## config.mk

```make
export PLATFORM = sky130hd
export DESIGN_NAME = aukv_decode_flat
export DESIGN_NICKNAME = d
export VERILOG_FILES = /design/src/rtl/aukv_decode_if.sv /design/src/rtl/aukv_decode.sv /design/src/flat_wrapper.sv
export SDC_FILE = /design/constraint.sdc
export NUM_CORES = 1
export LEC_CHECK = 0
export BUFFER_PORTS_ARGS = -buffer_cell sky130_fd_sc_hd__buf_4
export CORE_MARGIN = 5
export CORE_UTILIZATION = 50
export CTS_CLUSTER_SIZE = 30
export DETAILED_ROUTE_END_ITERATION = 8
export GPL_TIMING_DRIVEN = 0
export PLACE_DENSITY = 0.87
export SLEW_MARGIN = 10
export SYNTH_ARGS = -nofsm -noshare
export SYNTH_HDL_FRONTEND = slang
export SYNTH_SLANG_ARGS = --single-unit
```

## constraint.sdc

```tcl
create_clock -name i_clk -period 6.1 [get_ports i_clk]
set_input_delay 1.83 -clock i_clk [delete_from_list [all_inputs] [get_ports i_clk]]
set_output_delay 1.83 -clock i_clk [all_outputs]
set_load 0.02 [all_outputs]
```

## src/rtl/aukv_decode_if.sv

```systemverilog
// Auk-V decode stage bus: fetch-side inputs, downstream stall/flush and the
// registered decode outputs. Clock and reset stay as plain module ports.
interface aukv_decode_if;
  logic [31:0] i_pc;
  logic [31:0] i_instr;
  logic        i_instr_valid;
  logic        i_stall;
  logic        i_flush;
  logic        o_stall;
  logic        o_valid;
  logic [31:0] o_pc;
  logic [31:0] o_instr;
  logic [3:0]  o_opclass;
  logic [2:0]  o_funct3;
  logic        o_alu_alt;
  logic [4:0]  o_rs1;
  logic [4:0]  o_rs2;
  logic [4:0]  o_rd;
  logic        o_rd_we;
  logic [31:0] o_imm;
  logic        o_illegal;

  // Fetch/execute side: drives instructions and control, observes decode.
  modport master (
    output i_pc, i_instr, i_instr_valid, i_stall, i_flush,
    input  o_stall, o_valid, o_pc, o_instr, o_opclass, o_funct3, o_alu_alt,
           o_rs1, o_rs2, o_rd, o_rd_we, o_imm, o_illegal
  );

  // Decode stage side.
  modport slave (
    input  i_pc, i_instr, i_instr_valid, i_stall, i_flush,
    output o_stall, o_valid, o_pc, o_instr, o_opclass, o_funct3, o_alu_alt,
           o_rs1, o_rs2, o_rd, o_rd_we, o_imm, o_illegal
  );
endinterface

```

## src/rtl/aukv_decode.sv

```systemverilog
// Auk-V RV32I decode stage: combinational decode of the fetched instruction
// into a single registered output bank, with load-use bubble insertion,
// flush squashing and downstream-stall hold.
module aukv_decode (
  input  logic         i_clk,
  input  logic         i_rst,
  aukv_decode_if.slave bus
);

  typedef enum logic [3:0] {
    OPC_NONE   = 4'd0,
    OPC_LUI    = 4'd1,
    OPC_AUIPC  = 4'd2,
    OPC_JAL    = 4'd3,
    OPC_JALR   = 4'd4,
    OPC_BRANCH = 4'd5,
    OPC_LOAD   = 4'd6,
    OPC_STORE  = 4'd7,
    OPC_OPIMM  = 4'd8,
    OPC_OP     = 4'd9,
    OPC_FENCE  = 4'd10,
    OPC_SYSTEM = 4'd11
  } opclass_e;

  typedef struct packed {
    logic        valid;
    logic [31:0] pc;
    logic [31:0] instr;
    logic [3:0]  opclass;
    logic [2:0]  funct3;
    logic        alu_alt;
    logic [4:0]  rs1;
    logic [4:0]  rs2;
    logic [4:0]  rd;
    logic        rd_we;
    logic [31:0] imm;
    logic        illegal;
  } dec_t;

  // Bubble: a canonical NOP (add x0,x0,x0) that is not valid.
  function automatic dec_t bubble_f(input logic [31:0] pc);
    dec_t b;
    b       = '0;
    b.pc    = pc;
    b.instr = 32'h0000_0033;
    return b;
  endfunction

  logic [6:0]  opcode_s;
  logic [2:0]  funct3_s;
  logic [6:0]  funct7_s;
  logic [31:0] imm_i_s, imm_st_s, imm_b_s, imm_u_s, imm_j_s;
  opclass_e    opclass_s;
  logic        legal_s, use_rs1_s, use_rs2_s, use_rd_s;
  logic [31:0] imm_s;
  logic [4:0]  rs1_s, rs2_s, rd_s;
  logic        hazard_s;
  dec_t        dec_s, next_s, out_r;

  assign opcode_s = bus.i_instr[6:0];
  assign funct3_s = bus.i_instr[14:12];
  assign funct7_s = bus.i_instr[31:25];

  assign imm_i_s  = {{20{bus.i_instr[31]}}, bus.i_instr[31:20]};
  assign imm_st_s = {{20{bus.i_instr[31]}}, bus.i_instr[31:25], bus.i_instr[11:7]};
  assign imm_b_s  = {{19{bus.i_instr[31]}}, bus.i_instr[31], bus.i_instr[7],
                     bus.i_instr[30:25], bus.i_instr[11:8], 1'b0};
  assign imm_u_s  = {bus.i_instr[31:12], 12'd0};
  assign imm_j_s  = {{11{bus.i_instr[31]}}, bus.i_instr[31], bus.i_instr[19:12],
                     bus.i_instr[20], bus.i_instr[30:21], 1'b0};

  // Classify the opcode, check legality and pick used fields and immediate.
  always_comb begin
    opclass_s = OPC_NONE;
    legal_s   = 1'b0;
    use_rs1_s = 1'b0;
    use_rs2_s = 1'b0;
    use_rd_s  = 1'b0;
    imm_s     = 32'd0;
    case (opcode_s)
      7'b0110111: begin
        opclass_s = OPC_LUI;   legal_s = 1'b1; use_rd_s = 1'b1; imm_s = imm_u_s;
      end
      7'b0010111: begin
        opclass_s = OPC_AUIPC; legal_s = 1'b1; use_rd_s = 1'b1; imm_s = imm_u_s;
      end
      7'b1101111: begin
        opclass_s = OPC_JAL;   legal_s = 1'b1; use_rd_s = 1'b1; imm_s = imm_j_s;
      end
      7'b1100111: begin
        opclass_s = OPC_JALR;  legal_s = (funct3_s == 3'b000);
        use_rd_s  = 1'b1; use_rs1_s = 1'b1; imm_s = imm_i_s;
      end
      7'b1100011: begin
        opclass_s = OPC_BRANCH;
        legal_s   = (funct3_s != 3'b010) && (funct3_s != 3'b011);
        use_rs1_s = 1'b1; use_rs2_s = 1'b1; imm_s = imm_b_s;
      end
      7'b0000011: begin
        opclass_s = OPC_LOAD;
        legal_s   = (funct3_s == 3'b000) || (funct3_s == 3'b001) || (funct3_s == 3'b010) ||
                    (funct3_s == 3'b100) || (funct3_s == 3'b101);
        use_rd_s  = 1'b1; use_rs1_s = 1'b1; imm_s = imm_i_s;
      end
      7'b0100011: begin
        opclass_s = OPC_STORE; legal_s = (funct3_s <= 3'b010);
        use_rs1_s = 1'b1; use_rs2_s = 1'b1; imm_s = imm_st_s;
      end
      7'b0010011: begin
        opclass_s = OPC_OPIMM;
        if (funct3_s == 3'b001) begin
          legal_s = (funct7_s == 7'b0000000);
        end else if (funct3_s == 3'b101) begin
          legal_s = (funct7_s == 7'b0000000) || (funct7_s == 7'b0100000);
        end else begin
          legal_s = 1'b1;
        end
        use_rd_s = 1'b1; use_rs1_s = 1'b1; imm_s = imm_i_s;
      end
      7'b0110011: begin
        opclass_s = OPC_OP;
        legal_s   = (funct7_s == 7'b0000000) ||
                    ((funct7_s == 7'b0100000) && ((funct3_s == 3'b000) || (funct3_s == 3'b101)));
        use_rd_s  = 1'b1; use_rs1_s = 1'b1; use_rs2_s = 1'b1;
      end
      7'b0001111: begin
        opclass_s = OPC_FENCE; legal_s = 1'b1;
      end
      7'b1110011: begin
        // CSR forms read rs1 and write rd; the CSR address is not an operand immediate.
        opclass_s = OPC_SYSTEM; legal_s = 1'b1; use_rd_s = 1'b1; use_rs1_s = 1'b1;
      end
      default: begin
        legal_s = 1'b0;
      end
    endcase
  end

  // Unused or illegal fields read as x0 so they never create a false hazard.
  assign rs1_s = (legal_s && use_rs1_s) ? bus.i_instr[19:15] : 5'd0;
  assign rs2_s = (legal_s && use_rs2_s) ? bus.i_instr[24:20] : 5'd0;
  assign rd_s  = (legal_s && use_rd_s)  ? bus.i_instr[11:7]  : 5'd0;

  // Assemble the decoded record for a valid incoming instruction.
  always_comb begin
    dec_s = bubble_f(bus.i_pc);
    if (legal_s) begin
      dec_s.valid   = 1'b1;
      dec_s.instr   = bus.i_instr;
      dec_s.opclass = opclass_s;
      dec_s.funct3  = funct3_s;
      dec_s.alu_alt = ((opclass_s == OPC_OP) ||
                       ((opclass_s == OPC_OPIMM) && (funct3_s == 3'b101))) ? bus.i_instr[30] : 1'b0;
      dec_s.rs1     = rs1_s;
      dec_s.rs2     = rs2_s;
      dec_s.rd      = rd_s;
      dec_s.rd_we   = (rd_s != 5'd0);
      dec_s.imm     = imm_s;
      dec_s.illegal = 1'b0;
    end else begin
      dec_s.valid   = 1'b1;
      dec_s.instr   = bus.i_instr;
      dec_s.funct3  = funct3_s;
      dec_s.illegal = 1'b1;
    end
  end

  // Load-use: the load in the output register feeds a source of the incoming instruction.
  assign hazard_s = out_r.valid && (out_r.opclass == OPC_LOAD) && out_r.rd_we &&
                    bus.i_instr_valid && !bus.i_flush &&
                    ((rs1_s == out_r.rd) || (rs2_s == out_r.rd));

  assign bus.o_stall = bus.i_stall | hazard_s;

  // Register update priority: flush, downstream hold, hazard bubble, then load.
  always_comb begin
    next_s = out_r;
    if (bus.i_flush) begin
      next_s = bubble_f(32'd0);
    end else if (bus.i_stall) begin
      next_s = out_r;
    end else if (hazard_s) begin
      next_s = bubble_f(32'd0);
    end else if (bus.i_instr_valid) begin
      next_s = dec_s;
    end else begin
      next_s = bubble_f(bus.i_pc);
    end
  end

  // Output register bank; reset loads the bubble immediately.
  always_ff @(posedge i_clk or posedge i_rst) begin
    if (i_rst) begin
      out_r <= bubble_f(32'd0);
    end else begin
      out_r <= next_s;
    end
  end

  assign bus.o_valid   = out_r.valid;
  assign bus.o_pc      = out_r.pc;
  assign bus.o_instr   = out_r.instr;
  assign bus.o_opclass = out_r.opclass;
  assign bus.o_funct3  = out_r.funct3;
  assign bus.o_alu_alt = out_r.alu_alt;
  assign bus.o_rs1     = out_r.rs1;
  assign bus.o_rs2     = out_r.rs2;
  assign bus.o_rd      = out_r.rd;
  assign bus.o_rd_we   = out_r.rd_we;
  assign bus.o_imm     = out_r.imm;
  assign bus.o_illegal = out_r.illegal;

endmodule

```

## src/flat_wrapper.sv

```systemverilog
// flat-port wrapper written by rule: the top's interface ports become plain ports
module aukv_decode_flat 
  (i_clk, i_rst, bus_i_pc, bus_i_instr, bus_i_instr_valid, bus_i_stall, bus_i_flush, bus_o_stall, bus_o_valid, bus_o_pc, bus_o_instr, bus_o_opclass, bus_o_funct3, bus_o_alu_alt, bus_o_rs1, bus_o_rs2, bus_o_rd, bus_o_rd_we, bus_o_imm, bus_o_illegal);
  aukv_decode_if bus_i ();
  input  logic i_clk;
  input  logic i_rst;
  input wire logic [$bits(bus_i.i_pc)-1:0] bus_i_pc;
  input wire logic [$bits(bus_i.i_instr)-1:0] bus_i_instr;
  input wire logic [$bits(bus_i.i_instr_valid)-1:0] bus_i_instr_valid;
  input wire logic [$bits(bus_i.i_stall)-1:0] bus_i_stall;
  input wire logic [$bits(bus_i.i_flush)-1:0] bus_i_flush;
  output wire logic [$bits(bus_i.o_stall)-1:0] bus_o_stall;
  output wire logic [$bits(bus_i.o_valid)-1:0] bus_o_valid;
  output wire logic [$bits(bus_i.o_pc)-1:0] bus_o_pc;
  output wire logic [$bits(bus_i.o_instr)-1:0] bus_o_instr;
  output wire logic [$bits(bus_i.o_opclass)-1:0] bus_o_opclass;
  output wire logic [$bits(bus_i.o_funct3)-1:0] bus_o_funct3;
  output wire logic [$bits(bus_i.o_alu_alt)-1:0] bus_o_alu_alt;
  output wire logic [$bits(bus_i.o_rs1)-1:0] bus_o_rs1;
  output wire logic [$bits(bus_i.o_rs2)-1:0] bus_o_rs2;
  output wire logic [$bits(bus_i.o_rd)-1:0] bus_o_rd;
  output wire logic [$bits(bus_i.o_rd_we)-1:0] bus_o_rd_we;
  output wire logic [$bits(bus_i.o_imm)-1:0] bus_o_imm;
  output wire logic [$bits(bus_i.o_illegal)-1:0] bus_o_illegal;
  assign bus_i.i_pc = bus_i_pc;
  assign bus_i.i_instr = bus_i_instr;
  assign bus_i.i_instr_valid = bus_i_instr_valid;
  assign bus_i.i_stall = bus_i_stall;
  assign bus_i.i_flush = bus_i_flush;
  assign bus_o_stall = bus_i.o_stall;
  assign bus_o_valid = bus_i.o_valid;
  assign bus_o_pc = bus_i.o_pc;
  assign bus_o_instr = bus_i.o_instr;
  assign bus_o_opclass = bus_i.o_opclass;
  assign bus_o_funct3 = bus_i.o_funct3;
  assign bus_o_alu_alt = bus_i.o_alu_alt;
  assign bus_o_rs1 = bus_i.o_rs1;
  assign bus_o_rs2 = bus_i.o_rs2;
  assign bus_o_rd = bus_i.o_rd;
  assign bus_o_rd_we = bus_i.o_rd_we;
  assign bus_o_imm = bus_i.o_imm;
  assign bus_o_illegal = bus_i.o_illegal;
  aukv_decode u_core (.i_clk(i_clk), .i_rst(i_rst), .bus(bus_i));
endmodule
```

---- Word level (Yosys, flattened, before mapping) ----
Index checks and enable logic that the tools add are counted.
storage, ports and cells
  bits in read-only memories .............. 0
  latch bits .............................. 0
  output and inout port bits .............. 123
  memory bits (writable) .................. 0
  register bits after elaboration ......... 122
  input bits .............................. 69
  logic and storage cells ................. 87
  memories kept ........................... 0
operators by class
  multiplexer cells ....................... 19
  multiply operators ...................... 0
  shift-type cells ........................ 0
  bitwise operators ....................... 1
  div/mod/pow operators ................... 0
  reduce and logical (&&, ||, !) cells .... 30
  eq/ne operators ......................... 24
  add/sub/neg operators ................... 0
  $lt $le $gt $ge ......................... 1
operators with widths
  operator                                                                  number
  122-bit 2-to-1 mux                                                        4
  32-bit one-hot mux with 5 select lines                                    1
  49-bit 2-to-1 mux                                                         1
  4-bit one-hot mux with 11 select lines                                    1
  7-bit by 6-bit equality test with 1-bit output (second input constant)    4
  7-bit equality test (second input constant)                               4
  5-bit 2-to-1 mux                                                          3
  7-bit by 5-bit equality test with 1-bit output (second input constant)    2
  1-bit logical AND                                                         11
  5-bit equality test                                                       2
  1-bit logical OR                                                          9
  4-bit equality test (second input constant)                               2
  8-bit OR reduction                                                        1
  7-bit by 2-bit equality test with 1-bit output (second input constant)    1
  7-bit by 4-bit equality test with 1-bit output (second input constant)    1
  7-bit zero test                                                           1
  1-bit 2-to-1 mux                                                          7
  1-bit one-hot mux with 7 select lines                                     1
  7-bit OR reduction                                                        1
  3-bit equality test (second input constant)                               2
  3-bit by 2-bit inequality test with 1-bit output (second input constant)  2
  3-bit OR reduction                                                        2
  5-bit nonzero test                                                        1
  5-bit OR reduction                                                        1
  10 further kinds                                                          10

---- Logic depth before layout (Yosys ltp) ----
  depth in word-level cells ............... 14
  mapped depth ............................ 10
  depth with buffers taken out ............ 7

---- Worst setup path after synthesis ----
No wires, ideal clock.
  kind .................................... input-to-output
  start point ............................. input port bus_i_instr[6]
  end point ............................... output port bus_o_stall
  data required time ...................... 4.270 ns
  cell stages on the path ................. 7
  buffers on the path ..................... 1
  setup slack ............................. 0.610 ns
  arrival ................................. 3.660 ns
  cells stage by stage .................... clkbuf_1 -> or2_1 -> or3_1 -> nor4_2 -> a211o_1 -> a221oi_2 -> or3_1
on the way
  cells in the longest elaborated chain, start to end .. 9
  elaborated cells on any way between the ends .. 26
  classes of those cells .................. eq/ne (13); mux (5); bitwise (1); reduce/logical (7)
RTL lines
  item                                                                          RTL line                                source
  start, declared                                                               flat_wrapper.sv:8                       input wire logic [$bits(bus_i.i_instr)-1:0] bus_i_instr;
  7-bit by 6-bit equality test with 1-bit output, or another cell as far along  aukv_decode.sv:80                       case (opcode_s)
  5-bit OR reduction (no line), or another cell as far along                    -
  1-bit one-hot mux with 7 select lines or 1-bit 2-to-1 mux (tied branches)     aukv_decode.sv:80
  1-bit logical AND, on equally long branches                                   aukv_decode.sv:140, aukv_decode.sv:141
  5-bit 2-to-1 mux, on equally long branches                                    aukv_decode.sv:140, aukv_decode.sv:141
  5-bit equality test                                                           aukv_decode.sv:171                      ((rs1_s == out_r.rd) || (rs2_s == out_r.rd));
  1-bit logical OR *                                                            aukv_decode.sv:171
  1-bit logical AND *                                                           aukv_decode.sv:170                      bus.i_instr_valid && !bus.i_flush &&
  1-bit OR *                                                                    aukv_decode.sv:173                      assign bus.o_stall = bus.i_stall | hazard_s;
  end, declared                                                                 flat_wrapper.sv:12                      output wire logic [$bits(bus_i.o_stall)-1:0] bus_o_stall;
Every way passes the cells marked *; elsewhere a longest branch is shown, timed or not.

---- Worst setup path after layout ----
Ends and elaborated chain as after synthesis.

==> results_dict.tcl <==
set metrics [dict create \
    status "finished clean" \
    cts_setup_buffers 0 \
    hold_viol 0 \
    rrSetupSlack_ns 3.00 \
    yosysMostFrequentCell "dfrtp_1" \
    cp.required_ns 4.27 \
    drc_errors 0 \
    fin_crit_sh_pct 97.6 \
    r2r_start "u_core.bus.o_opclass[3]$_DFFE_PP0P_" \
    grt_usage_pct 28.7 \
    dieArea_sq_um 12700 \
    clkSinkCount 119 \
    routedWlPerCell_um 22.2 \
    critical_path_peak_fanout 9 \
    finalSetupTns_ns 0 \
    p_per_area_nw_per_um2 277 \
    crit_type "input port to primary output" \
    fillers 703 \
    hold_depth 2 \
    hpwlAfterDp_mm 13.0 \
    core_area_sq_um 10300 \
    synth_common_cells "115 x dfrtp_1, 81 x a22o_1, 43 x nand2_1, 27 x o21ai_0, 25 x clkbuf_1" \
    synthCells 466 \
    synth_warnings 0 \
    min_from "u_core.bus.o_imm[12]$_DFFE_PP0P_" \
    r2r_cells 8 \
    area_growth_syn_to_layout_pct 41.8 \
    vdd_drop_max_uv 182 \
    synth-edff-count 0 \
    antenna_cells 0 \
    h-tree-depth 4 \
    clk_latency_ns 0.53 \
    synth-async-reset-ratio_pct 100 \
    slew_headroom_pct 58.8 \
    worst_pin_slew_ns 0.616 \
    startpoint "bus_i_instr[6]" \
    port_buffers 186 \
    r2r_end "u_core.bus.o_rs2[4]$_DFFE_PP0P_" \
    min_path_type "flip-flop to flip-flop" \
    initial_core_util_pct 51.1 \
    root_buffer "clkbuf_8" \
    hold_ws_ns 0.494 \
    routabilityCongestion 0.950 \
    drive_above_1_share_pct 35.6 \
    routed_wl_mm 18.2 \
    drt_first_iter_violations 432 \
    nNetsFinal 741 \
    p_total_w 0.00207 \
    clock-skew-final_ns 0.00893 \
    fp-row-count 37 \
    antenna_found_initial 0 \
    clk_pin_slew_worst_paths_ns 0.06 \
    min_period_ns 5.96 \
    holdBufCountCts 0 \
    p_leak_nw 3.73 \
    grt_pass1_vias 5233 \
    die_width_um 113 \
    yosysSeqAreaShare_pct 56.6 \
    grt_max_degree 78 \
    cap_violations 0 \
    ys.flop_type "dfrtp_1" \
    cts_buffer_depth 2 \
    worstSetupEndpointType "primary output" \
    yosys.area.top_type "dfrtp_1" \
    cts_tree "done" \
    syn_area_per_cell_sq_um 11.3 \
    first_pass_iters 6 \
    vias 5012 \
    yosysUniqueCellTypes 61 \
    synth_nets 535 \
    ant_nets 0 \
    vias_per_cell 6.10 \
    arrival_ns 4.13 \
    finalSetupViolCount 0 \
    syn_area_sq_um 5270 \
    synth.area.top_cells "dfrtp_1 55%, a22o_1 13%, nand2_1 3.1%" \
    max_freq_mhz 168 \
    gr-total-overflow 0 \
    numCtsBuffers 17 \
    grt_pass1_wl_mm 28.5 \
    die_h_um 113 \
    min_to "u_core.bus.o_imm[12]$_DFFE_PP0P_" \
    ys_seq_elements 119 \
    start_kind "input port" \
    rsz0062_at_grt "no" \
    synth_top_cell_area_share_pct 54.6 \
    pin_count 192 \
    maxSlewViolCount 0 \
]
-- layer usage --
metal | routed length, um | vias up | GRT usage, %
li1 | - | 2192 | -
met1 | 7220 | 2470 | 35.7
met2 | 8820 | 294 | 47.1
met3 | 1560 | 56 | 6.47
met4 | 641 | 0 | 14.4
met5 | 0 | - | 0
-- stage by stage --
| step | setup slack [ns] | cell area, sq um | cells | utilization [%] |
|---|---|---|---|---|
| CTS | 0.0976 | 7470 | 821 | 72.3 |
| finish | 0.144 | 7470 | 821 | 72.4 |
| floorplan | 0.610 | 5270 | 466 | - |
| global route | 0.0238 | 7470 | 821 | 72.4 |
| detailed placement | 0.114 | 6870 | 789 | 66.6 |
| global placement | 0.0471 | 6840 | 788 | 66.2 |
-- state kept, by name, indices dropped and copies added, names as in the netlist --
register,count
u_core.bus.o_rs1,5
u_core.bus.o_rd_we,1
u_core.bus.o_instr,30
u_core.bus.o_funct3,2
u_core.bus.o_valid,1
u_core.bus.o_opclass,4
u_core.bus.o_pc,32
u_core.bus.o_alu_alt,1
u_core.bus.o_rd,5
u_core.bus.o_rs2,5
u_core.bus.o_imm,32
u_core.bus.o_illegal,1
-- worst max-delay path by stage --
| stage | cells past startpoint | end |
|---|---|---|
| 2_1_floorplan | 7 | bus_o_stall |
| 3_3_place_gp | 2 | u_core.bus.o_valid$_DFFE_PP0P_ |
| 3_5_place_dp | 8 | bus_o_stall |
| 4_1_cts | 8 | bus_o_stall |
| 5_1_grt | 8 | bus_o_stall |
| 6_report | 8 | bus_o_stall |
-- cell type report --
type	instances	area (sq um)	share of cell area, %
flip-flops and latches	119	2980	39.9
multi-input cells	301	2090	27.9
repair buffers	187	1420	19.0
clock buffers	21	449	6.01
plain buffers	38	178	2.38
well taps	136	170	2.28
clock inverters	11	148	1.98
inverters	8	35.0	0.469
-- power by group --
part	total [W]	switching [W]	internal, W
Combinational	0.000228	0.000136	0.0000924
Sequential	0.000826	0.0000141	0.000812
Clock	0.00102	0.000374	0.000644
-- cell families after synthesis --
logic type | share of synthesized area (%)
xor+xnor | 0.166
simple gates | 10.9
mux | 0.214
buf+inv | 3.92
compound gates | 28.2
flops | 56.6
-- cells in the final DEF (no fill, tap or decap), types with 4 or more instances in the layout --
master,synthesis,final
nor2_1,14,14
clkinvlp_4,0,4
a21oi_1,15,15
nor3_1,6,6
clkbuf_16,0,16
o21ai_0,27,27
a32o_1,12,12
nor2b_1,12,12
a22o_1,81,81
nand3_1,5,5
a22oi_1,5,5
dfrtp_1,115,115
inv_1,8,7
nand2b_1,5,5
o22ai_1,4,4
buf_2,6,6
buf_4,3,189
dfstp_2,4,4
nand2_1,43,43
a21o_1,12,12
clkbuf_1,25,26
a31oi_1,4,4
-- critical path, cell delays in order --
cell and delay, ns:
clkbuf_1 0.21, or2_1 0.32, or3_1 0.37, nor4_2 0.44
a211o_1 0.26, a221oi_2 0.14, or3_1 0.39, buf_4 0.17
-- what timing repair did --
action	CTS	global route
resized for setup	0	3
endpoints found under the hold margin	0	0
endpoints found under the setup margin	0	1
(Power assumes the default switching activity.)
